==> config.mk <==
export PLATFORM = sky130hd
export DESIGN_NAME = lsu_axi_master
export DESIGN_NICKNAME = d
export VERILOG_FILES = /design/src/rtl/lsu_axi_master.sv
export SDC_FILE = /design/constraint.sdc
export NUM_CORES = 1
export LEC_CHECK = 0
export BUFFER_PORTS_ARGS = -buffer_cell sky130_fd_sc_hd__clkbuf_2
export CORE_MARGIN = 2
export CORE_UTILIZATION = 40
export DETAILED_ROUTE_END_ITERATION = 12
export HOLD_SLACK_MARGIN = 0.12
export PLACE_DENSITY = 0.68
export SETUP_SLACK_MARGIN = 0.02
export SYNTH_ARGS = -nofsm -noshare
export SYNTH_HDL_FRONTEND = slang
export SYNTH_SLANG_ARGS = --single-unit
==> constraint.sdc <==
create_clock -name clk -period 2 [get_ports clk]
set_clock_uncertainty 0.05 [all_clocks]
set_input_delay 0.1 -clock clk [delete_from_list [all_inputs] [get_ports clk]]
set_output_delay 0.1 -clock clk [all_outputs]
set_load 0.01 [all_outputs]
==> src/rtl/lsu_axi_master.sv <==
// LSU initiator: one load/store at a time onto AXI-lite AR/R/AW/W/B.
// Handles lane alignment, strobes, load extension and misalignment errors.
module lsu_axi_master #(
  parameter int ADDR_W = 32
) (
  input  logic              clk,
  input  logic              rst,
  input  logic              req_valid,
  output logic              req_ready,
  input  logic              req_wen,
  input  logic [ADDR_W-1:0] req_addr,
  input  logic [2:0]        req_type,
  input  logic [31:0]       req_wdata,
  output logic              resp_valid,
  output logic [31:0]       resp_rdata,
  output logic              resp_err,
  output logic [ADDR_W-1:0] araddr,
  output logic              arvalid,
  input  logic              arready,
  input  logic [31:0]       rdata,
  input  logic              rresp,
  input  logic              rvalid,
  output logic              rready,
  output logic [ADDR_W-1:0] awaddr,
  output logic              awvalid,
  input  logic              awready,
  output logic [31:0]       wdata,
  output logic [3:0]        wstrb,
  output logic              wvalid,
  input  logic              wready,
  input  logic              bresp,
  input  logic              bvalid,
  output logic              bready
);

  typedef enum logic [2:0] {
    IDLE, RD_ADDR, RD_DATA, WR_REQ, WR_RESP, ERR
  } state_t;

  state_t state_q, state_d;

  logic [1:0]        off_q, off_d;
  logic [2:0]        type_q, type_d;
  logic              aw_done_q, aw_done_d;
  logic              w_done_q, w_done_d;
  logic              req_ready_d;
  logic              resp_valid_d;
  logic [31:0]       resp_rdata_d;
  logic              resp_err_d;
  logic [ADDR_W-1:0] araddr_d;
  logic              arvalid_d;
  logic              rready_d;
  logic [ADDR_W-1:0] awaddr_d;
  logic              awvalid_d;
  logic [31:0]       wdata_d;
  logic [3:0]        wstrb_d;
  logic              wvalid_d;
  logic              bready_d;

  logic              bad;
  logic [7:0]        byte_v;
  logic [15:0]       half_v;
  logic [31:0]       ext_v;
  logic              aw_n;
  logic              w_n;

  always_comb begin
    bad = 1'b0;
    if (req_wen) begin
      bad = (req_type > 3'd2)
          | ((req_type == 3'd1) & req_addr[0])
          | ((req_type == 3'd2) & (req_addr[1:0] != 2'b00));
    end else begin
      bad = (req_type > 3'd4)
          | (((req_type == 3'd1) | (req_type == 3'd4)) & req_addr[0])
          | ((req_type == 3'd2) & (req_addr[1:0] != 2'b00));
    end
  end

  always_comb begin
    byte_v = rdata[8*off_q +: 8];
    half_v = rdata[16*off_q[1] +: 16];
    ext_v  = 32'h0;
    unique case (1'b1)
      type_q == 3'd0: ext_v = {{24{byte_v[7]}}, byte_v};
      type_q == 3'd1: ext_v = {{16{half_v[15]}}, half_v};
      type_q == 3'd2: ext_v = rdata;
      type_q == 3'd3: ext_v = {24'h0, byte_v};
      type_q == 3'd4: ext_v = {16'h0, half_v};
      default:        ext_v = 32'h0;
    endcase
  end

  always_comb begin
    state_d      = state_q;
    off_d        = off_q;
    type_d       = type_q;
    aw_done_d    = aw_done_q;
    w_done_d     = w_done_q;
    req_ready_d  = req_ready;
    resp_valid_d = 1'b0;
    resp_rdata_d = resp_rdata;
    resp_err_d   = resp_err;
    araddr_d     = araddr;
    arvalid_d    = arvalid;
    rready_d     = rready;
    awaddr_d     = awaddr;
    awvalid_d    = awvalid;
    wdata_d      = wdata;
    wstrb_d      = wstrb;
    wvalid_d     = wvalid;
    bready_d     = bready;
    aw_n         = aw_done_q | (awvalid & awready);
    w_n          = w_done_q | (wvalid & wready);

    unique case (state_q)
      IDLE: begin
        req_ready_d = 1'b1;
        if (req_valid && req_ready) begin
          req_ready_d = 1'b0;
          off_d       = req_addr[1:0];
          type_d      = req_type;
          if (bad) begin
            state_d = ERR;
          end else if (req_wen) begin
            state_d   = WR_REQ;
            awaddr_d  = {req_addr[ADDR_W-1:2], 2'b00};
            awvalid_d = 1'b1;
            wvalid_d  = 1'b1;
            aw_done_d = 1'b0;
            w_done_d  = 1'b0;
            unique case (1'b1)
              req_type == 3'd0: begin
                wdata_d = {4{req_wdata[7:0]}};
                wstrb_d = 4'b0001 << req_addr[1:0];
              end
              req_type == 3'd1: begin
                wdata_d = {2{req_wdata[15:0]}};
                wstrb_d = 4'b0011 << req_addr[1:0];
              end
              default: begin
                wdata_d = req_wdata;
                wstrb_d = 4'hF;
              end
            endcase
          end else begin
            state_d   = RD_ADDR;
            araddr_d  = {req_addr[ADDR_W-1:2], 2'b00};
            arvalid_d = 1'b1;
          end
        end
      end
      RD_ADDR: begin
        if (arready) begin
          arvalid_d = 1'b0;
          rready_d  = 1'b1;
          state_d   = RD_DATA;
        end
      end
      RD_DATA: begin
        if (rvalid) begin
          rready_d     = 1'b0;
          state_d      = IDLE;
          resp_valid_d = 1'b1;
          resp_err_d   = rresp;
          resp_rdata_d = rresp ? 32'h0 : ext_v;
        end
      end
      WR_REQ: begin
        // AW and W complete independently; both may finish together.
        if (aw_n) awvalid_d = 1'b0;
        if (w_n)  wvalid_d  = 1'b0;
        aw_done_d = aw_n;
        w_done_d  = w_n;
        if (aw_n && w_n) begin
          bready_d = 1'b1;
          state_d  = WR_RESP;
        end
      end
      WR_RESP: begin
        if (bvalid) begin
          bready_d     = 1'b0;
          state_d      = IDLE;
          resp_valid_d = 1'b1;
          resp_err_d   = bresp;
          resp_rdata_d = 32'h0;
        end
      end
      ERR: begin
        state_d      = IDLE;
        resp_valid_d = 1'b1;
        resp_err_d   = 1'b1;
        resp_rdata_d = 32'h0;
      end
      default: state_d = IDLE;
    endcase
  end

  always_ff @(posedge clk) begin
    if (rst) begin
      state_q    <= IDLE;
      off_q      <= 2'b00;
      type_q     <= 3'd0;
      aw_done_q  <= 1'b0;
      w_done_q   <= 1'b0;
      req_ready  <= 1'b1;
      resp_valid <= 1'b0;
      resp_rdata <= 32'h0;
      resp_err   <= 1'b0;
      araddr     <= '0;
      arvalid    <= 1'b0;
      rready     <= 1'b0;
      awaddr     <= '0;
      awvalid    <= 1'b0;
      wdata      <= 32'h0;
      wstrb      <= 4'h0;
      wvalid     <= 1'b0;
      bready     <= 1'b0;
    end else begin
      state_q    <= state_d;
      off_q      <= off_d;
      type_q     <= type_d;
      aw_done_q  <= aw_done_d;
      w_done_q   <= w_done_d;
      req_ready  <= req_ready_d;
      resp_valid <= resp_valid_d;
      resp_rdata <= resp_rdata_d;
      resp_err   <= resp_err_d;
      araddr     <= araddr_d;
      arvalid    <= arvalid_d;
      rready     <= rready_d;
      awaddr     <= awaddr_d;
      awvalid    <= awvalid_d;
      wdata      <= wdata_d;
      wstrb      <= wstrb_d;
      wvalid     <= wvalid_d;
      bready     <= bready_d;
    end
  end

endmodule

==> run summary, run 1 <==
Status: finished clean
Largest net degree at the start of global routing: 62
Avg Cell Area, Syn: 8.26 um2
Fin crit share: 0.965
Critical path's slowest cell: or4_4
Pwr Density: 793 mW/mm2
Most frequent cells after synthesis: 146 x dfxtp_1, 143 x nand2_1, 100 x a21oi_1
GRT Total Usage: 0.251
Routed wire length: 22200 um
Fin Hold WS: 0.144 ns
Vias per cell: 5.28
DRT antenna net count: 0
Mapped Cells: 783
CTS tree: yes
Layout Utilization: 0.608
Skew-Pair Late Insertion Delay: 0.42 ns
CP delay by family, top: simple AND/OR/NAND/NOR gates
Synth unique cells: 56
N_diodes: 0
# clock sinks: 146
Die area: 0.0172 mm2
Max incr delay on CP: 0.67 ns
Crit. End Element: flip-flop
Yosys Warn Count: 0
Area Overhead vs Synth: 48.7%
First-pass DRT Iterations: 4
Period minus WS final: 1.93 ns
IO Pins: 250
Uppermost layer routed: met4
Max Clock Freq: 518 MHz
Die Span X: 131 um
Synth Cell Area: 0.00646 mm2
Max-Cap Viols: 0
DRC: 0
TritonCTS Buffers: 17
Share of cells above drive strength 1: 0.311
DRT iter0 DRCs: 376
Slew headroom: 0.537
Top cells by area, synth: dfxtp_1 45%, nand2_1 8.3%, a21oi_1 7.7%
Crit path launch type: flip-flop
Seq/Total Area, Yosys: 0.452
Worst-path clk slew: 0.07 ns
Register bit count reported by yosys: 146
Worst-path cell chain: or3_4 -> or4_4 -> o21ai_1 -> a21oi_1
Met2 routed WL: 10700 um
H-tree Lvls: 4
Dpl cell area: 0.00792 mm2
LEAKAGE: 0.00399 uW
Grt ovf: 0
DR vias: 7086
Total core area: 0.0158 mm2
Final Max Slew Viols: 0
Nets@finish: 1223
Slew @ Worst Pin: 0.690 ns
Design Area, Final: 0.00962 mm2
Clock root buffer: clkbuf_16
Vias in the first global route: 6977
RSZ-0062 raised after global routing: true
CP Max Fanout: 15
RePlAce Congestion: 0.880
Dominant synthesized flop cell: dfxtp_1
Count of final setup violators: 0
Starting Density: 0.408
Req. time, crit path: 2.23 ns
HPWL Detailed: 14000 um
CP Class: flip-flop to flip-flop
Yosys top cell by area: dfxtp_1
I/O Buffers: 245
Synth top area share: 0.452
Post-synth EDFFs: 0
Most frequent cell after synthesis: dfxtp_1
Worst path bufs/invs: 0
Vert. Die Dim: 131 um
First-pass GRT wire length: 35500 um
IR Drop Worst-Case VDD: 0.577 mV
Ys async rst share: 0
Wire length on met3: 1540 um
Final hold vios: 0
Setup TNS: 0 ns
Hold crit path type: input port to flip-flop
Clock Path Buffers: 2
Arr. time, crit path: 2.16 ns
FP Rows: 46
Routed len/inst: 16.6 um
Metal-1 WL: 9220 um
Initial antenna violation count: 0
-- per-layer routing --
metal	vias up	GRT usage
li1	3455	-
met2	290	0.415
met5	-	0
met4	0	0.117
met3	53	0.0656
met1	3288	0.305
-- state kept, by name (all words and copies together), names as in the netlist --
register,flops
araddr,30
arvalid,1
aw_done_q,1
awaddr,30
awvalid,1
bready,1
off_q,2
req_ready,1
resp_err,1
resp_rdata,32
resp_valid,1
rready,1
state_q,3
type_q,3
w_done_q,1
wdata,32
wstrb,4
wvalid,1
-- cell usage in the layout, fill, tap and decap left out, drive strengths merged, types with 3 or more instances in the layout --
master / n
a221o: 7
o21ai: 67
mux2: 18
dlygate4sd3: 106
dfxtp: 146
nor3: 7
a21oi: 100
clkinv: 5
a32oi: 7
or3b: 6
o211ai: 9
nand2: 143
nor2b: 6
a211o: 7
a311oi: 11
buf: 31
nor2: 46
or3: 3
clkbuf: 262
a22oi: 18
a211oi: 10
inv: 12
mux2i: 19
conb: 4
nand3: 38
o21bai: 3
nand3b: 3
-- worst register-to-register path, stage by stage (launching register included) --
cell	delay, ns
dfxtp_1	0.35
or3_4	0.43
or4_4	0.67
o21ai_1	0.20
a21oi_1	0.09
-- power breakdown --
part	leakage, uW	switching [uW]	internal (uW)
Sequential	0.00118	72.5	3000
Combinational	0.00252	730	626
Clock	0.000294	1420	1780
Total	0.00399	2220	5410
-- worst paths after layout --
path / start / end / slack, ns / cells after the start
worst max-delay path: state_q[1] / araddr[13] / 0.07 / 4
worst min-delay path: req_type[0] / type_q[0] / 0.14 / 4
worst max register to register: state_q[1] / araddr[13] / 0.07 / 4
worst min register to register: awaddr[12] / awaddr[12] / 0.40 / 2
-- layout make-up --
class | count | area, um2
fill | 1391 | 6210
multi-input combinational | 563 | 3230
sequential | 146 | 2920
timing repair buffer | 382 | 2590
clock buffer | 17 | 425
tap | 216 | 270
clock inverter | 15 | 166
inverter | 3 | 11.3
-- metrics by stage --
stage          total power (uW)  cells  setup slack (ns)
2_1_floorplan              3840    786             0.229
3_3_place_gp               4280   1202             0.155
3_5_place_dp               4290   1202             0.117
4_1_cts                    7660   1340            0.0748
5_1_grt                    7960   1342            0.0160
6_report                   7630   1342            0.0698
-- timing repair --
action                                  4_1_cts  5_1_grt
endpoints found under the hold margin       141        0
hold buffers                                106        0
gates resized for setup                       0        4
buffers inserted                              0        0
endpoints found under the setup margin        0        9
-- logic make-up (layout without fill, tap and decap cells) --
kind of cell,after synthesis,after routing,synth area share
XOR/XNOR,2,2,0.00271
multiplexers,37,37,0.0608
other,1,4,0.000580
buffers and inverters,78,417,0.0575
AND/OR/NAND/NOR,268,269,0.189
AO/OA/AOI/OAI,251,251,0.238
flip-flops,146,146,0.452
No activity file was read; power rests on OpenSTA's default activity.
==> run 2, diff against run 1 <==
Settings changed: ABC_AREA from default to 1, CAP_MARGIN from default to 25, CORE_MARGIN 2 to default.
==> run summary, run 2 <==
IO Pins: 250
Reg-to-reg critical path startpoint: state_q[0]
RR Endpoint: rready
CTS tree: yes
I/O Buffers: 245
TritonCTS Buffers: 17
Multi-input gate area: 0.00305 mm2
Skew-Pair Late Insertion Delay: 0.42 ns
DRT iter0 DRCs: 438
Total core area: 0.0158 mm2
Top cells by area, synth: dfxtp_1 45%, nand2_1 14%, nor2_1 10%
Flop2flop setup slack: 0.11 ns
Count of final setup violators: 0
Worst-path clk slew: 0.07 ns
Crit path launch type: flip-flop
Vert. Die Dim: 129 um
Largest net degree at the start of global routing: 72
IR Drop Worst-Case VDD: 0.891 mV
Vias per cell: 4.88
Critical path origin: state_q[0]
Seq/Total Area, Yosys: 0.453
Arr. time, crit path: 2.15 ns
Share of cells above drive strength 1: 0.239
Starting Density: 0.408
Crit. End Element: flip-flop
Post-synth EDFFs: 0
Design Area, Final: 0.00954 mm2
Dpl cell area: 0.00785 mm2
Mapped Cells: 952
Dominant synthesized flop cell: dfxtp_1
Clock Path Buffers: 2
Final Max Slew Viols: 0
Avg Cell Area, Syn: 6.78 um2
Slew headroom: 0.474
DR vias: 7425
Max-Cap Viols: 0
Synth unique cells: 26
N_diodes: 0
Pwr Density: 1070 mW/mm2
Fillers: 1409
Ys async rst share: 0
Vias in the first global route: 6980
Yosys top cell by area: dfxtp_1
Die Span X: 129 um
R2R cell count: 6
Setup TNS: 0 ns
Synth top area share: 0.453
# clock sinks: 146
CP Max Fanout: 6
Routed len/inst: 14.1 um
Sequential cell area: 0.00292 mm2
Final Non-Filler Cells: 1520
Yosys Warn Count: 0
Initial antenna violation count: 0
GRT Total Usage: 0.257
CP Class: flip-flop to flip-flop
First-pass GRT wire length: 33600 um
Post-route setup slack: 0.106 ns
Commonest non-fill, non-tap cells in the layout: 248 x nand2_1, 245 x clkbuf_2, 179 x nor2_1, 146 x dfxtp_1, 112 x dlygate4sd3_1
Area Overhead vs Synth: 47.9%
Most frequent cells after synthesis: 248 x nand2_1, 180 x nor2_1, 146 x dfxtp_1
Synth Cell Area: 0.00645 mm2
FP Rows: 46
Post-CTS setup buffer count: 0
DRT antenna net count: 0
Hold crit path type: input port to flip-flop
H-tree Lvls: 4
Max Clock Freq: 528 MHz
Dpl ws: 0.262 ns
Register bit count reported by yosys: 146
Slew @ Worst Pin: 0.789 ns
Routed wire length: 21400 um
Most frequent cell after synthesis: nand2_1
Clock root buffer: clkbuf_16
RSZ-0062 raised after global routing: false
Grt ovf: 0
Nets@finish: 1401
Status: finished clean
Final Power: 10200 uW
Period minus WS final: 1.89 ns
DRC: 0
Fin crit share: 0.947
HPWL Detailed: 14200 um
RePlAce Congestion: 0.868
Hold path cells: 7
Leading cell type in the layout, fill and taps excluded: nand2_1
Largest registers: resp_rdata x32, wdata x32
Critical Path Sink: rready
LEAKAGE: 0.00471 uW
Req. time, crit path: 2.26 ns
First-pass DRT Iterations: 5
Inst Count DP: 1376
Final hold vios: 0
Die area: 0.0166 mm2
run 2: cell types whose count changed in the layout (fill, tap and decap cells not counted), sizes merged, moves of 18 or more:
cell / previous run / this run
nor2: 46 / 180
inv: 12 / 51
mux2i: 19 / 0
o21ai: 67 / 88
mux2: 18 / 0
nor3: 7 / 34
nand2: 143 / 249
run 2: worst min-delay path by stage:
| stage | to | start | slack [ns] |
|---|---|---|---|
| after global placement | awaddr[17] | req_addr[17] | 0.29 |
| after global routing | resp_rdata[26] | rresp | 0.25 |
| final | resp_rdata[0] | rresp | 0.22 |
| after floorplan | awaddr[2] | req_addr[2] | 0.18 |
| after detailed placement | awaddr[28] | req_addr[28] | 0.30 |
| after CTS | resp_rdata[6] | rresp | 0.21 |
run 2: report_power, final:
| group | internal [uW] | leakage (uW) | switching (uW) |
|---|---|---|---|
| sequential | 3310 | 0.00118 | 259 |
| combinational | 1360 | 0.00326 | 2190 |
| clock | 1690 | 0.000268 | 1360 |
run 2: layout make-up:
class / instances / area share
Tap cell: 216 / 0.0283
Sequential cell: 146 / 0.306
Multi-Input combinational cell: 702 / 0.320
Inverter: 43 / 0.0169
Clock buffer: 19 / 0.0475
Clock inverter: 13 / 0.0119
Timing Repair Buffer: 381 / 0.269
run 2: through the flow:
stage,hold slack (ns),utilization
5_1_grt,0.247,0.603
3_3_place_gp,0.291,0.496
6_report,0.224,0.603
3_5_place_dp,0.302,0.496
4_1_cts,0.212,0.602
2_1_floorplan,0.185,-
run 2: cells by family after synthesis:
group	synth area share
AO/OA/AOI/OAI	0.157
buffers and inverters	0.0764
flip-flops	0.453
other	0.000581
AND/OR/NAND/NOR	0.313
run 2: critical path, cell delays in order (launching register included):
cell	delay, ns
dfxtp_1	0.37
buf_4	0.16
nand3_1	0.15
or2_2	0.34
nand2_1	0.09
a21oi_1	0.06
dlygate4sd3_1	0.56
run 2: metal layers:
metal	global-route usage	up-vias	part of all wire
li1	-	3761	-
met1	0.305	3310	0.43
met2	0.431	311	0.47
met3	0.0811	43	0.077
met4	0.103	0	0.025
met5	0	-	0
run 2: what timing repair did:
item | CTS | global route
endpoints found under the setup margin | 0 | 59
hold endpoints to repair | 144 | 0
hold buffers | 112 | 0
gates resized for setup | 0 | 2
==> run 3, diff against run 2 <==
Settings changed: SETUP_SLACK_MARGIN 0.02 to 0.4.
==> run summary, run 3 (synthesized netlist as in run 2, its figures left out) <==
DRT antenna net count: 0
DR vias: 7711
TritonCTS Buffers: 17
First-pass GRT wire length: 33900 um
HPWL Detailed: 14200 um
Count of final setup violators: 0
Met1 usage: 0.308
Dpl cell area: 0.00785 mm2
CTS tree: yes
Starting Density: 0.408
Total core area: 0.0158 mm2
Area Overhead vs Synth: 59.4%
Net switching power figure: 4320 uW
Clock root buffer: clkbuf_16
Final hold vios: 0
Hold crit path type: input port to flip-flop
RSZ-0062 raised after global routing: true
IO Pins: 250
Design Area, Final: 0.0103 mm2
Flop pwr share: 0.328
Vias per cell: 5.01
CP Max Fanout: 8
DRT iter0 DRCs: 501
Max-Cap Viols: 0
Leading cell type in the layout, fill and taps excluded: clkbuf_2
GRT met3 Usage: 0.0827
Req. time, crit path: 2.29 ns
Nets@finish: 1420
Commonest non-fill, non-tap cells in the layout: 245 x clkbuf_2, 216 x nand2_1, 176 x nor2_1, 141 x dfxtp_1, 116 x dlygate4sd3_1
CP Class: flip-flop to flip-flop
Slew @ Worst Pin: 0.948 ns
Final Power: 11000 uW
Setup TNS: 0 ns
Logic pwr share: 0.391
RePlAce Congestion: 0.868
Fillers: 1327
Grt ovf: 0
Clock share of power: 0.280
Fin crit share: 0.830
Routed len/inst: 15.0 um
GRT Total Usage: 0.260
Sw frac: 0.394
Share of cells above drive strength 1: 0.311
Slew headroom: 0.368
N_diodes: 0
Vias in the first global route: 7005
I/O Buffers: 245
DRC: 0
Die area: 0.0166 mm2
Worst-path clk slew: 0.06 ns
Final Max Slew Viols: 0
Global routing usage on met2: 0.437
Arr. time, crit path: 1.95 ns
Skew-Pair Late Insertion Delay: 0.43 ns
Largest registers: resp_rdata x32, wdata x32
Pwr Density: 1070 mW/mm2
Max Clock Freq: 603 MHz
FP Rows: 46
Crit path launch type: flip-flop
H-tree Lvls: 4
Largest net degree at the start of global routing: 72
Crit. End Element: flip-flop
Initial antenna violation count: 0
IR Drop Worst-Case VDD: 0.817 mV
First-pass DRT Iterations: 7
Period minus WS final: 1.66 ns
Gr busiest metal: met2
Vert. Die Dim: 129 um
Routed wire length: 23100 um
# clock sinks: 146
Status: finished clean
Clock Path Buffers: 2
LEAKAGE: 0.00510 uW
Die Span X: 129 um
Internal: 6650 uW
## run 3: changes by cell type in the layout (fill, tap and decap cells not counted), sizes merged
cell         before  now
buf              24   33
clkinv            1    2
dlygate4sd3     112  116
inv              51   50
clkbuf          264  270
## run 3: worst paths after layout
path / slack, ns / start / end / depth (start not counted)
max: 0.34 / state_q[0] / resp_rdata[3] / 9
min: 0.18 / req_type[1] / wstrb[0] / 5
max reg2reg: 0.34 / state_q[0] / resp_rdata[3] / 9
min reg2reg: 0.40 / rready / rready / 2
## run 3: metal layers
metal | vias to the layer above | part of all wire
met5 | - | 0
met4 | 0 | 0.028
met3 | 52 | 0.085
met2 | 360 | 0.48
met1 | 3504 | 0.41
li1 | 3795 | -
## run 3: power groups by stage
| stage | logic [uW] | registers, uW | clock network, uW |
|---|---|---|---|
| after floorplan | 2060 | 3740 | 0 |
| after global placement | 3300 | 3620 | 0 |
| after detailed placement | 3330 | 3620 | 0 |
| after CTS | 3600 | 3580 | 3110 |
| after global routing | 4720 | 3650 | 3270 |
| final | 4290 | 3600 | 3080 |
## run 3: repair_timing
item	in CTS	in global routing
cloned	1	8
setup buffers	1	5
resized for setup	13	132
hold buffers	116	0
pin swaps	2	37
setup endpoints to repair	89	136
endpoints found under the hold margin	144	0
## run 3: area by class of cell
class | count | area [um2] | area share
clock buffer | 19 | 453 | 0.0441
clock inverter | 13 | 114 | 0.0111
inverter | 43 | 174 | 0.0169
multi-input combinational | 702 | 3440 | 0.335
sequential | 146 | 2930 | 0.285
tap | 216 | 270 | 0.0263
timing repair buffer | 400 | 2890 | 0.281
## run 3: through the flow
step / hold slack [ns] / util / setup slack (ns) / std cells
floorplan: 0.185 / - / 0.451 / 955
global placement: 0.291 / 0.496 / 0.321 / 1376
detailed placement: 0.302 / 0.496 / 0.262 / 1376
CTS: 0.149 / 0.609 / 0.391 / 1526
global route: 0.199 / 0.650 / 0.258 / 1539
finish: 0.177 / 0.650 / 0.341 / 1539
## run 3: worst max-delay path: stages, from the launching register on
cell       delay, ns
dfxtp_2         0.34
buf_6           0.13
nor3_4          0.22
nand2_2         0.09
nand2_2         0.07
o211ai_1        0.09
inv_2           0.17
clkbuf_16       0.22
nand2_4         0.05
a21oi_2         0.14
